File: src/rtl/lib_ring_ptr_v1.sv
// lib_ring_ptr_v1 -- pointer/occupancy manager for a runtime-length ring buffer.
// It only produces slot indices; the storage array lives elsewhere.
//
// Parameters:
//   PTR_W     pointer width
//   DEPTH_MAX maximum ring length (<= 2**PTR_W); also the fallback length
//   OVWR_MODE 0: drop writes while full, 1: overwrite the oldest entry
// Ports:
//   clk, reset_n      clock, async active-low reset
//   reset_s, len_i    sync clear + ring length load
//   wr_en, rd_en      advance write / read pointer
//   look_en, look_off_i  lookback request, distance from newest entry
//   wr_ptr_o, rd_ptr_o   next write slot, oldest valid slot
//   look_ptr_o, look_vld_o  registered lookback slot and its update pulse
//   cnt_o, full_o, empty_o  occupancy and its decodes
//   ovrflw_flg, undflw_flg, look_err_flg  single-cycle error pulses
module lib_ring_ptr_v1 #(
  parameter int PTR_W     = 4,
  parameter int DEPTH_MAX = 16,
  parameter bit OVWR_MODE = 1'b0
) (
  input  logic             clk,
  input  logic             reset_n,
  input  logic             reset_s,
  input  logic [PTR_W:0]   len_i,
  input  logic             wr_en,
  input  logic             rd_en,
  input  logic             look_en,
  input  logic [PTR_W-1:0] look_off_i,
  output logic [PTR_W-1:0] wr_ptr_o,
  output logic [PTR_W-1:0] rd_ptr_o,
  output logic [PTR_W-1:0] look_ptr_o,
  output logic             look_vld_o,
  output logic [PTR_W:0]   cnt_o,
  output logic             full_o,
  output logic             empty_o,
  output logic             ovrflw_flg,
  output logic             undflw_flg,
  output logic             look_err_flg
);

  localparam int CW = PTR_W + 1;
  localparam logic [CW-1:0] LEN_MAX = CW'(DEPTH_MAX);

  logic [PTR_W-1:0] wr_ptr_q, wr_ptr_d;
  logic [PTR_W-1:0] rd_ptr_q, rd_ptr_d;
  logic [PTR_W-1:0] look_ptr_q, look_ptr_d;
  logic [CW-1:0]    cnt_q, cnt_d;
  logic [CW-1:0]    len_q, len_d;
  logic             look_vld_q, look_vld_d;
  logic             ovrflw_q, ovrflw_d;
  logic             undflw_q, undflw_d;
  logic             look_err_q, look_err_d;

  logic full, empty;
  logic wr_acc, rd_acc, rd_adv;

  // Wrap compare done at CW bits so len_q == 2**PTR_W works.
  function automatic logic [PTR_W-1:0] adv(input logic [PTR_W-1:0] p,
                                           input logic [CW-1:0]    len);
    logic [CW-1:0] inc;
    inc = {1'b0, p} + CW'(1);
    if (inc == len) inc = '0;
    return inc[PTR_W-1:0];
  endfunction

  // Remainder of a by runtime length m (restoring division); the offset
  // may exceed the ring length, so it has to be reduced first.
  function automatic logic [CW-1:0] mod_len(input logic [PTR_W-1:0] a,
                                            input logic [CW-1:0]    m);
    logic [CW:0] r;
    r = '0;
    for (int i = PTR_W - 1; i >= 0; i--) begin
      r = {r[CW-1:0], a[i]};
      if (r >= {1'b0, m}) r = r - {1'b0, m};
    end
    return r[CW-1:0];
  endfunction

  // (wr - 1 - off) mod len, kept non-negative by adding len before subtracting.
  function automatic logic [PTR_W-1:0] look_slot(input logic [PTR_W-1:0] wr,
                                                 input logic [PTR_W-1:0] off,
                                                 input logic [CW-1:0]    len);
    logic [CW:0] b;
    b = {2'b00, wr} + {1'b0, len} - (CW+1)'(1) - {1'b0, mod_len(off, len)};
    if (b >= {1'b0, len}) b = b - {1'b0, len};
    return b[PTR_W-1:0];
  endfunction

  assign full  = (cnt_q == len_q);
  assign empty = (cnt_q == '0);

  // Full with a concurrent read: both go through, so the write is never
  // dropped there. Overwrite pushes the read pointer along with the write.
  assign wr_acc = wr_en && (!full || rd_en || OVWR_MODE);
  assign rd_acc = rd_en && !empty;
  assign rd_adv = rd_acc || (wr_en && full && !rd_en && OVWR_MODE);

  always_comb begin
    wr_ptr_d   = wr_ptr_q;
    rd_ptr_d   = rd_ptr_q;
    look_ptr_d = look_ptr_q;
    cnt_d      = cnt_q;
    len_d      = len_q;
    look_vld_d = 1'b0;
    ovrflw_d   = 1'b0;
    undflw_d   = 1'b0;
    look_err_d = 1'b0;

    if (reset_s) begin
      wr_ptr_d   = '0;
      rd_ptr_d   = '0;
      look_ptr_d = '0;
      cnt_d      = '0;
      len_d      = (len_i == '0 || len_i > LEN_MAX) ? LEN_MAX : len_i;
    end else begin
      if (wr_acc) wr_ptr_d = adv(wr_ptr_q, len_q);
      if (rd_adv) rd_ptr_d = adv(rd_ptr_q, len_q);

      if (wr_acc && !rd_acc && !full)   cnt_d = cnt_q + CW'(1);
      else if (rd_acc && !wr_acc)       cnt_d = cnt_q - CW'(1);

      ovrflw_d = wr_en && full && !rd_en;
      undflw_d = rd_en && empty;

      if (look_en) begin
        look_ptr_d = look_slot(wr_ptr_q, look_off_i, len_q);
        look_vld_d = 1'b1;
        look_err_d = ({1'b0, look_off_i} >= cnt_q);
      end
    end
  end

  always_ff @(posedge clk or negedge reset_n) begin
    if (!reset_n) begin
      wr_ptr_q   <= '0;
      rd_ptr_q   <= '0;
      look_ptr_q <= '0;
      cnt_q      <= '0;
      len_q      <= LEN_MAX;
      look_vld_q <= 1'b0;
      ovrflw_q   <= 1'b0;
      undflw_q   <= 1'b0;
      look_err_q <= 1'b0;
    end else begin
      wr_ptr_q   <= wr_ptr_d;
      rd_ptr_q   <= rd_ptr_d;
      look_ptr_q <= look_ptr_d;
      cnt_q      <= cnt_d;
      len_q      <= len_d;
      look_vld_q <= look_vld_d;
      ovrflw_q   <= ovrflw_d;
      undflw_q   <= undflw_d;
      look_err_q <= look_err_d;
    end
  end

  assign wr_ptr_o     = wr_ptr_q;
  assign rd_ptr_o     = rd_ptr_q;
  assign look_ptr_o   = look_ptr_q;
  assign look_vld_o   = look_vld_q;
  assign cnt_o        = cnt_q;
  assign full_o       = full;
  assign empty_o      = empty;
  assign ovrflw_flg   = ovrflw_q;
  assign undflw_flg   = undflw_q;
  assign look_err_flg = look_err_q;

endmodule

File: config.mk
export PLATFORM = sky130hd
export DESIGN_NAME = lib_ring_ptr_v1
export DESIGN_NICKNAME = d
export VERILOG_FILES = /design/src/rtl/lib_ring_ptr_v1.sv
export SDC_FILE = /design/constraint.sdc
export NUM_CORES = 1
export LEC_CHECK = 0
export ABC_AREA = 1
export ABC_CLOCK_PERIOD_IN_PS = 12320
export CORE_UTILIZATION = 61
export CTS_CLUSTER_DIAMETER = 120
export CTS_CLUSTER_SIZE = 12
export DETAILED_ROUTE_END_ITERATION = 10
export PLACE_DENSITY = 0.89
export SLEW_MARGIN = 20
export SYNTH_ARGS = -nofsm -noshare
export SYNTH_HDL_FRONTEND = slang
export SYNTH_SLANG_ARGS = --single-unit
File: constraint.sdc
create_clock -name clk -period 12.32 [get_ports clk]
set_input_delay 2.464 -clock clk [delete_from_list [all_inputs] [get_ports clk]]
set_output_delay 2.464 -clock clk [all_outputs]
set_load 0.05 [all_outputs]
==> results.md, run 1 <==
* Status: finished clean
* Die Ht at 72.2 µm
* Worst path slowest cell: clkdlybuf4s50_1
* CTS tree: yes
* # IOs at 38
* # resized after CTS at 0
* Number of global-route vias before repair at 2691
* Hold Fails Final Rpt at 0
* Most frequent CP cell: nand2_1
* EDFF count, synth at 0
* Clk buf depth at 2
* Final cycle utilization of the critical path at 81.3%
* Setup TNS Final at 0 ns
* Worst-Margin Slew at between 0.5 and 0.6 ns
* Busiest grt layer: met2
* Die W at 72.2 µm
* First-pass GRT wire length at 11.9 mm
* DP HPWL at 5.57 mm
* # hold bufs at CTS at 0
* Synth cell count leaders: nand2_1, inv_1, ha_1
* Initial core utilization at 63.7%
* Routed wire length at 6.96 mm
* CTS sink cnt at 26
* Tot GR Track Use at 29.1%
* Fraction of layout cells with a size suffix above 1 at 9.26%
* Post-synthesis simple-gate area fraction at 29.3%
* Setup bufs post-CTS at 0
* Hold Crit Class: reg2reg
* DRC viols at 0
* Primary FF master, synth: dfrtp_1
* Clock Root Buffer: clkbuf_8
* Post-Synthesis Cells at 386
* Number of synthesized register bits at 26
* Met3 GRT Util at between 3 and 4%
* Met1 Usage GRT at 36.4%
* Ys async rst share at 100%
* Distinct cells, synth at 36
* Post-Synth Adder-Cell Area at 22.5%
* YS warnings at 0
* WL/cell at 14.3 µm
* Syn Nets at 449
* Core ar. at 4720 µm²
* Vias/cell at 5.58
* RSZ-0062 raised after global routing: no
* Met2 Usage GRT at 51.4%
* Placer Congestion at approximately 0.84
* Worst clock skew at between 0.002 and 0.003 ns
* Max-slew headroom at 60.6%
* Critical Path End Type: flop
* Post-synthesis mux area share at 0%
* DRT antenna net count at 0
* Final Max Slew Viols at 0
* Layout fillers at 346
* XOR/XNOR Fraction of Synth Area at 9.31%
* # rows at 25
* Top post-synthesis cells by area: dfrtp_1, ha_1, nand2_1
* Remaining Overflow, GRT at 0
* Share of Yosys cell area claimed by the top area cell type at 20.8%
* Max incr delay on CP at 0.50 ns
* Die area at 5220 µm²
* Critical path class: in2reg
* Detailed Route Iter0 Violations at 121
* # Max-Cap Violations at 0
* DRT Pass-1 Iters at 5
* F_max at 99.8 MHz
* Synthesized area at approximately 3000 µm²
* Largest net degree at the start of global routing at 27
* Worst-skew pair later-pin latency at 0.28 ns
* H-Tree Depth at 1
* Worst Path Required at between 10 and 15 ns
* CP max FO at 8
* Nets@finish at a little under 500
* Clock transition at the registers of the reported paths at 0.09 ns
* CP Data Arrival Time at 10.24 ns
* Post-synthesis compound-gate area fraction at under 10%
* Min Tclk post-route at 10.02 ns
* Yosys top cell by area: dfrtp_1
* Area Growth Syn to Fin at 16.0%
* Sequential share of the synthesized area at between 20% and 30%
* CTS buffer count at 3
* Leading cell type by number of instances after synthesis: nand2_1
* Ant diodes at 0
* Via count at approximately 2700
* CP startpoint kind: input pin
* Final setup violation count at 0
* Initial antenna violation count at 0
* Mean Syn Cell Area at around 7.8 µm²
* Largest family of logic cells by synthesized area: simple AND/OR/NAND/NOR gates
* IO buf count at 37
kinds of logic (layout without fill, tap and decap cells):
group | Yosys count | after routing
simple gates | 172 | 172
buf+inv | 61 | 96
fa+ha+maj | 48 | 48
compound gates | 47 | 47
xor+xnor | 32 | 32
flops | 26 | 26
critical path: cells and delay by family:
kind | cells | cell delay (ns)
fa+ha+maj | 8 | 2.66
buf+inv | 9 | 0.91
simple gates | 25 | 2.99
compound gates | 5 | 0.96
xor+xnor | 1 | 0.22
area by class of cell:
cell class | count | area [µm²] | share of cell area (%)
well taps | 67 | 83.8 | 2.40
multi-input cells | 299 | 2110 | 60.5
clock inverters | 1 | 30.0 | 0.860
inverters | 55 | 206 | 5.91
repair buffers | 37 | 365 | 10.5
clock buffers | 3 | 41.3 | 1.18
flip-flops and latches | 26 | 652 | 18.7
path summary, 6_finish.rpt:
kind / from / to / slack [ns] / depth (start not counted)
setup / recovery: look_off_i[3] / look_ptr_o[0] / 2.30 / 48
hold / removal: look_ptr_o[3] / look_ptr_o[3] / 0.53 / 2
setup reg to reg: len_q[1] / look_ptr_o[0] / 4.27 / 42
hold reg to reg: look_ptr_o[3] / look_ptr_o[3] / 0.53 / 2
max in group asynchronous: reset_n / cnt_o[2] / 9.76 / 1
min in group asynchronous: reset_n / look_ptr_o[2] / 2.17 / 1
state kept, by name, summed over array words and instances (netlist names):
| name | flops |
|---|---|
| ovrflw_flg | 1 |
| look_err_flg | 1 |
| look_ptr_o | 4 |
| look_vld_o | 1 |
| wr_ptr_o | 4 |
| rd_ptr_o | 4 |
| len_q | 5 |
| undflw_flg | 1 |
| cnt_o | 5 |
metrics by stage:
stage / setup slack (ns) / cell area, µm² / hold WS, ns / instances / utilization (%)
floorplan: 3.35 / 3010 / 0.603 / 386 / -
global placement: 2.46 / 3420 / 0.501 / 484 / 72.5
detailed placement: 2.02 / 3420 / 0.511 / 484 / 72.5
CTS: 2.34 / 3500 / 0.537 / 488 / 74.0
global route: 1.70 / 3490 / 0.555 / 488 / 73.9
finish: 2.30 / 3490 / 0.528 / 488 / 73.9
per-layer routing:
layer,part of all wire (%),wire length (µm)
met1,43,2990
met2,50,3490
met3,4.8,331
met4,2.0,140
met5,0,0
cell usage in the layout, fill, tap and decap left out, types with 5 or more instances in the layout:
cell type and count:
inv_1 50, nand3_1 31, nor2_2 5, nand2_1 80
clkdlybuf4s50_1 36, fa_1 10, a21oi_1 15, xnor2_1 16
ha_1 38, nand4_1 7, nand3b_1 6, o21ai_1 5
nor2_1 18, dfrtp_1 25, xor2_1 16, o21ai_0 14
inv_2 5
Power of run 1 is not shown: default switching activity piles up to over one toggle a cycle in this logic, so the estimate is an artifact.
==> run 2: changes to the inputs <==
--- a/config.mk
+++ b/config.mk
@@ -6,12 +6,12 @@
 export NUM_CORES = 1
 export LEC_CHECK = 0
 export ABC_AREA = 1
-export ABC_CLOCK_PERIOD_IN_PS = 12320
-export CORE_UTILIZATION = 61
+export ABC_CLOCK_PERIOD_IN_PS = 9150
+export CORE_UTILIZATION = 51
 export CTS_CLUSTER_DIAMETER = 120
 export CTS_CLUSTER_SIZE = 12
 export DETAILED_ROUTE_END_ITERATION = 10
-export PLACE_DENSITY = 0.89
+export PLACE_DENSITY = 0.79
 export SLEW_MARGIN = 20
 export SYNTH_ARGS = -nofsm -noshare
 export SYNTH_HDL_FRONTEND = slang
==> constraint.sdc (replaced) <==
create_clock -name clk -period 9.15 [get_ports clk]
set_input_delay 1.83 -clock clk [delete_from_list [all_inputs] [get_ports clk]]
set_output_delay 1.83 -clock clk [all_outputs]
set_load 0.05 [all_outputs]
==> run 2 against run 1 <==
Net effect:
- sequential share of layout area down 1.1 points
- via count is 0.37% higher
- core utilization is 7.6 points lower
- non-clock buffer count grew 15
- die area grew 19%
- first-iteration DRC count fell by 18%
- global-route usage shrank 3.8 points
- design area is 6.5% higher
- clock skew increased by 0.0068 ns
- critical endpoint is now look_ptr_o[2]
==> results.md, run 2 (synthesized netlist as in run 1, its figures left out) <==
* IO buf count at 37 (unchanged)
* CP startpoint kind: input pin
* H-Tree Depth at 1 (unchanged)
* Hold Startpoint: look_ptr_o[0]
* Worst clock skew at 0.00970 ns (+0.00677 ns)
* Remaining Overflow, GRT at 0 (unchanged)
* # IOs at 38 (unchanged)
* CTS tree: yes
* Max-slew headroom at 61.0% (+0.35 points)
* Hold WS at 0.531 ns (+0.00345 ns)
* Core ar. at 5610 µm² (+19%)
* Wire length on met2 at 3.65 mm (+4.6%)
* CP max FO at 6 (-2)
* # Max-Cap Violations at 0 (unchanged)
* Fraction of layout cells with a size suffix above 1 at 15.4% (+6.1 points)
* Hold Fails Final Rpt at 0 (unchanged)
* Worst Path Required at 9.37 ns (-3.17 ns)
* Commonest non-fill, non-tap cell in the layout: nand2_1
* Highest Signal Layer: met4
* Initial antenna violation count at 0 (unchanged)
* Critical path class: in2reg
* DRT Pass-1 Iters at 4 (-1)
* Max incr delay on CP at 0.48 ns (-0.02 ns)
* Die Ht at 78.8 µm (+9.1%)
* DRT antenna net count at 0 (unchanged)
* Met1 WL at 3.15 mm (+5.3%)
* Final setup violation count at 0 (unchanged)
* Via count at 2732 (+0.37%)
* Tot GR Track Use at 25.3% (-3.8 points)
* F_max at 116 MHz
* Clock Root Buffer: clkbuf_8
* Number of global-route vias before repair at 2716 (+0.93%)
* Largest net degree at the start of global routing at 27 (unchanged)
* Critical path startpoint: look_off_i[3]
* Min Tclk post-route at 8.63 ns
* Worst-Margin Slew at 0.583 ns (-0.00520 ns)
* Clock transition at the registers of the reported paths at 0.10 ns (about the same)
* Most frequent CP cell: nand2_1
* Final Max Slew Viols at 0 (unchanged)
* CTS buffer count at 3 (unchanged)
* DRC viols at 0 (unchanged)
* CP bufs+invs at 11 (+2)
* Final cycle utilization of the critical path at 94.3%
* Nets@finish at 500 (+3.1%)
* Placer Congestion at 0.853 (+0.97%)
* Initial core utilization at 53.7% (-10 points)
* Hold Crit Class: reg2reg
* # hold bufs at CTS at 0 (unchanged)
* Most frequent cells in the layout: nand2_1, inv_1, clkdlybuf4s50_1
* Status: finished clean
* First-pass GRT wire length at 12.4 mm (+4.6%)
* Worst path slowest cell: fa_1
* DP HPWL at 5.64 mm (+1.3%)
* Layout fillers at 477 (+38%)
* Met3 routed WL at 298 µm (-10%)
* Flop2flop setup slack at 1.50 ns (-2.77 ns)
* Worst R2R Start: len_q[1]
* # rows at 27 (+8.0%)
* Clk buf depth at 2 (unchanged)
* Detailed Route Iter0 Violations at 99 (-18%)
* Vias/cell at 5.38 (-3.6%)
* Worst-skew pair later-pin latency at 0.28 ns (about the same)
* Die area at 6210 µm² (+19%)
* Critical Path End Type: flop
* Delay-heaviest family, CP: adder cells
* Setup TNS Final at 0 ns (unchanged)
* Ant diodes at 0 (unchanged)
* Routed wire length at 7.22 mm (+3.7%)
* Area Growth Syn to Fin at 23.5%
* WL/cell at 14.2 µm (-0.35%)
* CTS sink cnt at 26 (unchanged)
* CP Data Arrival Time at 8.85 ns (-1.39 ns)
* Die W at 78.8 µm (+9.1%)
-- run 2: cell types whose count changed in the layout (fill, tap and decap cells not counted), sizes merged --
cell and change:
dlymetal6s2s +1, buf +14
-- run 2: path summary, 6_finish.rpt --
check                                 to  depth (start not counted)
min in group asynchronous  look_ptr_o[3]                          2
max in group asynchronous       len_q[4]                          2
max                        look_ptr_o[2]                         49
min reg2reg                look_ptr_o[0]                          2
min                        look_ptr_o[0]                          2
max reg2reg                look_ptr_o[2]                         43
-- run 2: timing repair --
| item | 4_1_cts | 5_1_grt |
|---|---|---|
| pin swaps | 3 | 8 |
| resized for setup | 1 | 20 |
| setup endpoints to repair | 4 | 4 |
| buffers inserted | 1 | 4 |
| gates cloned | 0 | 0 |
-- run 2: tightest hold or removal path, cell delays in order (launching register included) --
cell     delay, ns
dfrtp_1       0.37
nand3_1       0.08
nand2_1       0.06
-- run 2: stage by stage --
stage          cell area, µm²  instances  worst slack [ns]  utilization (%)
6_report                 3720        508             0.521             66.3
2_1_floorplan            3010        386             0.810                -
3_3_place_gp             3510        499            -0.101             62.5
3_5_place_dp             3510        499            -0.355             62.5
4_1_cts                  3590        504           0.00483             64.0
5_1_grt                  3720        508          -0.00781             66.3
-- run 2: layout make-up --
type	count	area, µm²	area share (%)
repair buffers	52	485	13.1
well taps	72	90.1	2.42
flip-flops and latches	26	652	17.5
clock buffers	3	41.3	1.11
clock inverters	1	30.0	0.808
multi-input cells	299	2210	59.5
inverters	55	206	5.56
-- run 2: routing by layer --
layer	vias to the layer above	track usage [%]
met2	57	44.9
li1	1367	-
met5	-	0
met3	11	2.07
met1	1297	32.4
met4	0	8.36
Power of run 2 is left out for the same reason.
==> run 3: changes to the inputs <==
==> constraint.sdc (replaced) <==
create_clock -name clk -period 9.15 [get_ports clk]
set_input_delay 1.83 -clock clk [delete_from_list [all_inputs] [get_ports clk]]
set_output_delay 1.83 -clock clk [all_outputs]
set_load 0.1 [all_outputs]
==> results of run 3 <==
The final DEF is identical to that of run 2. Status: finished clean.
Power of run 3 is left out for the same reason.
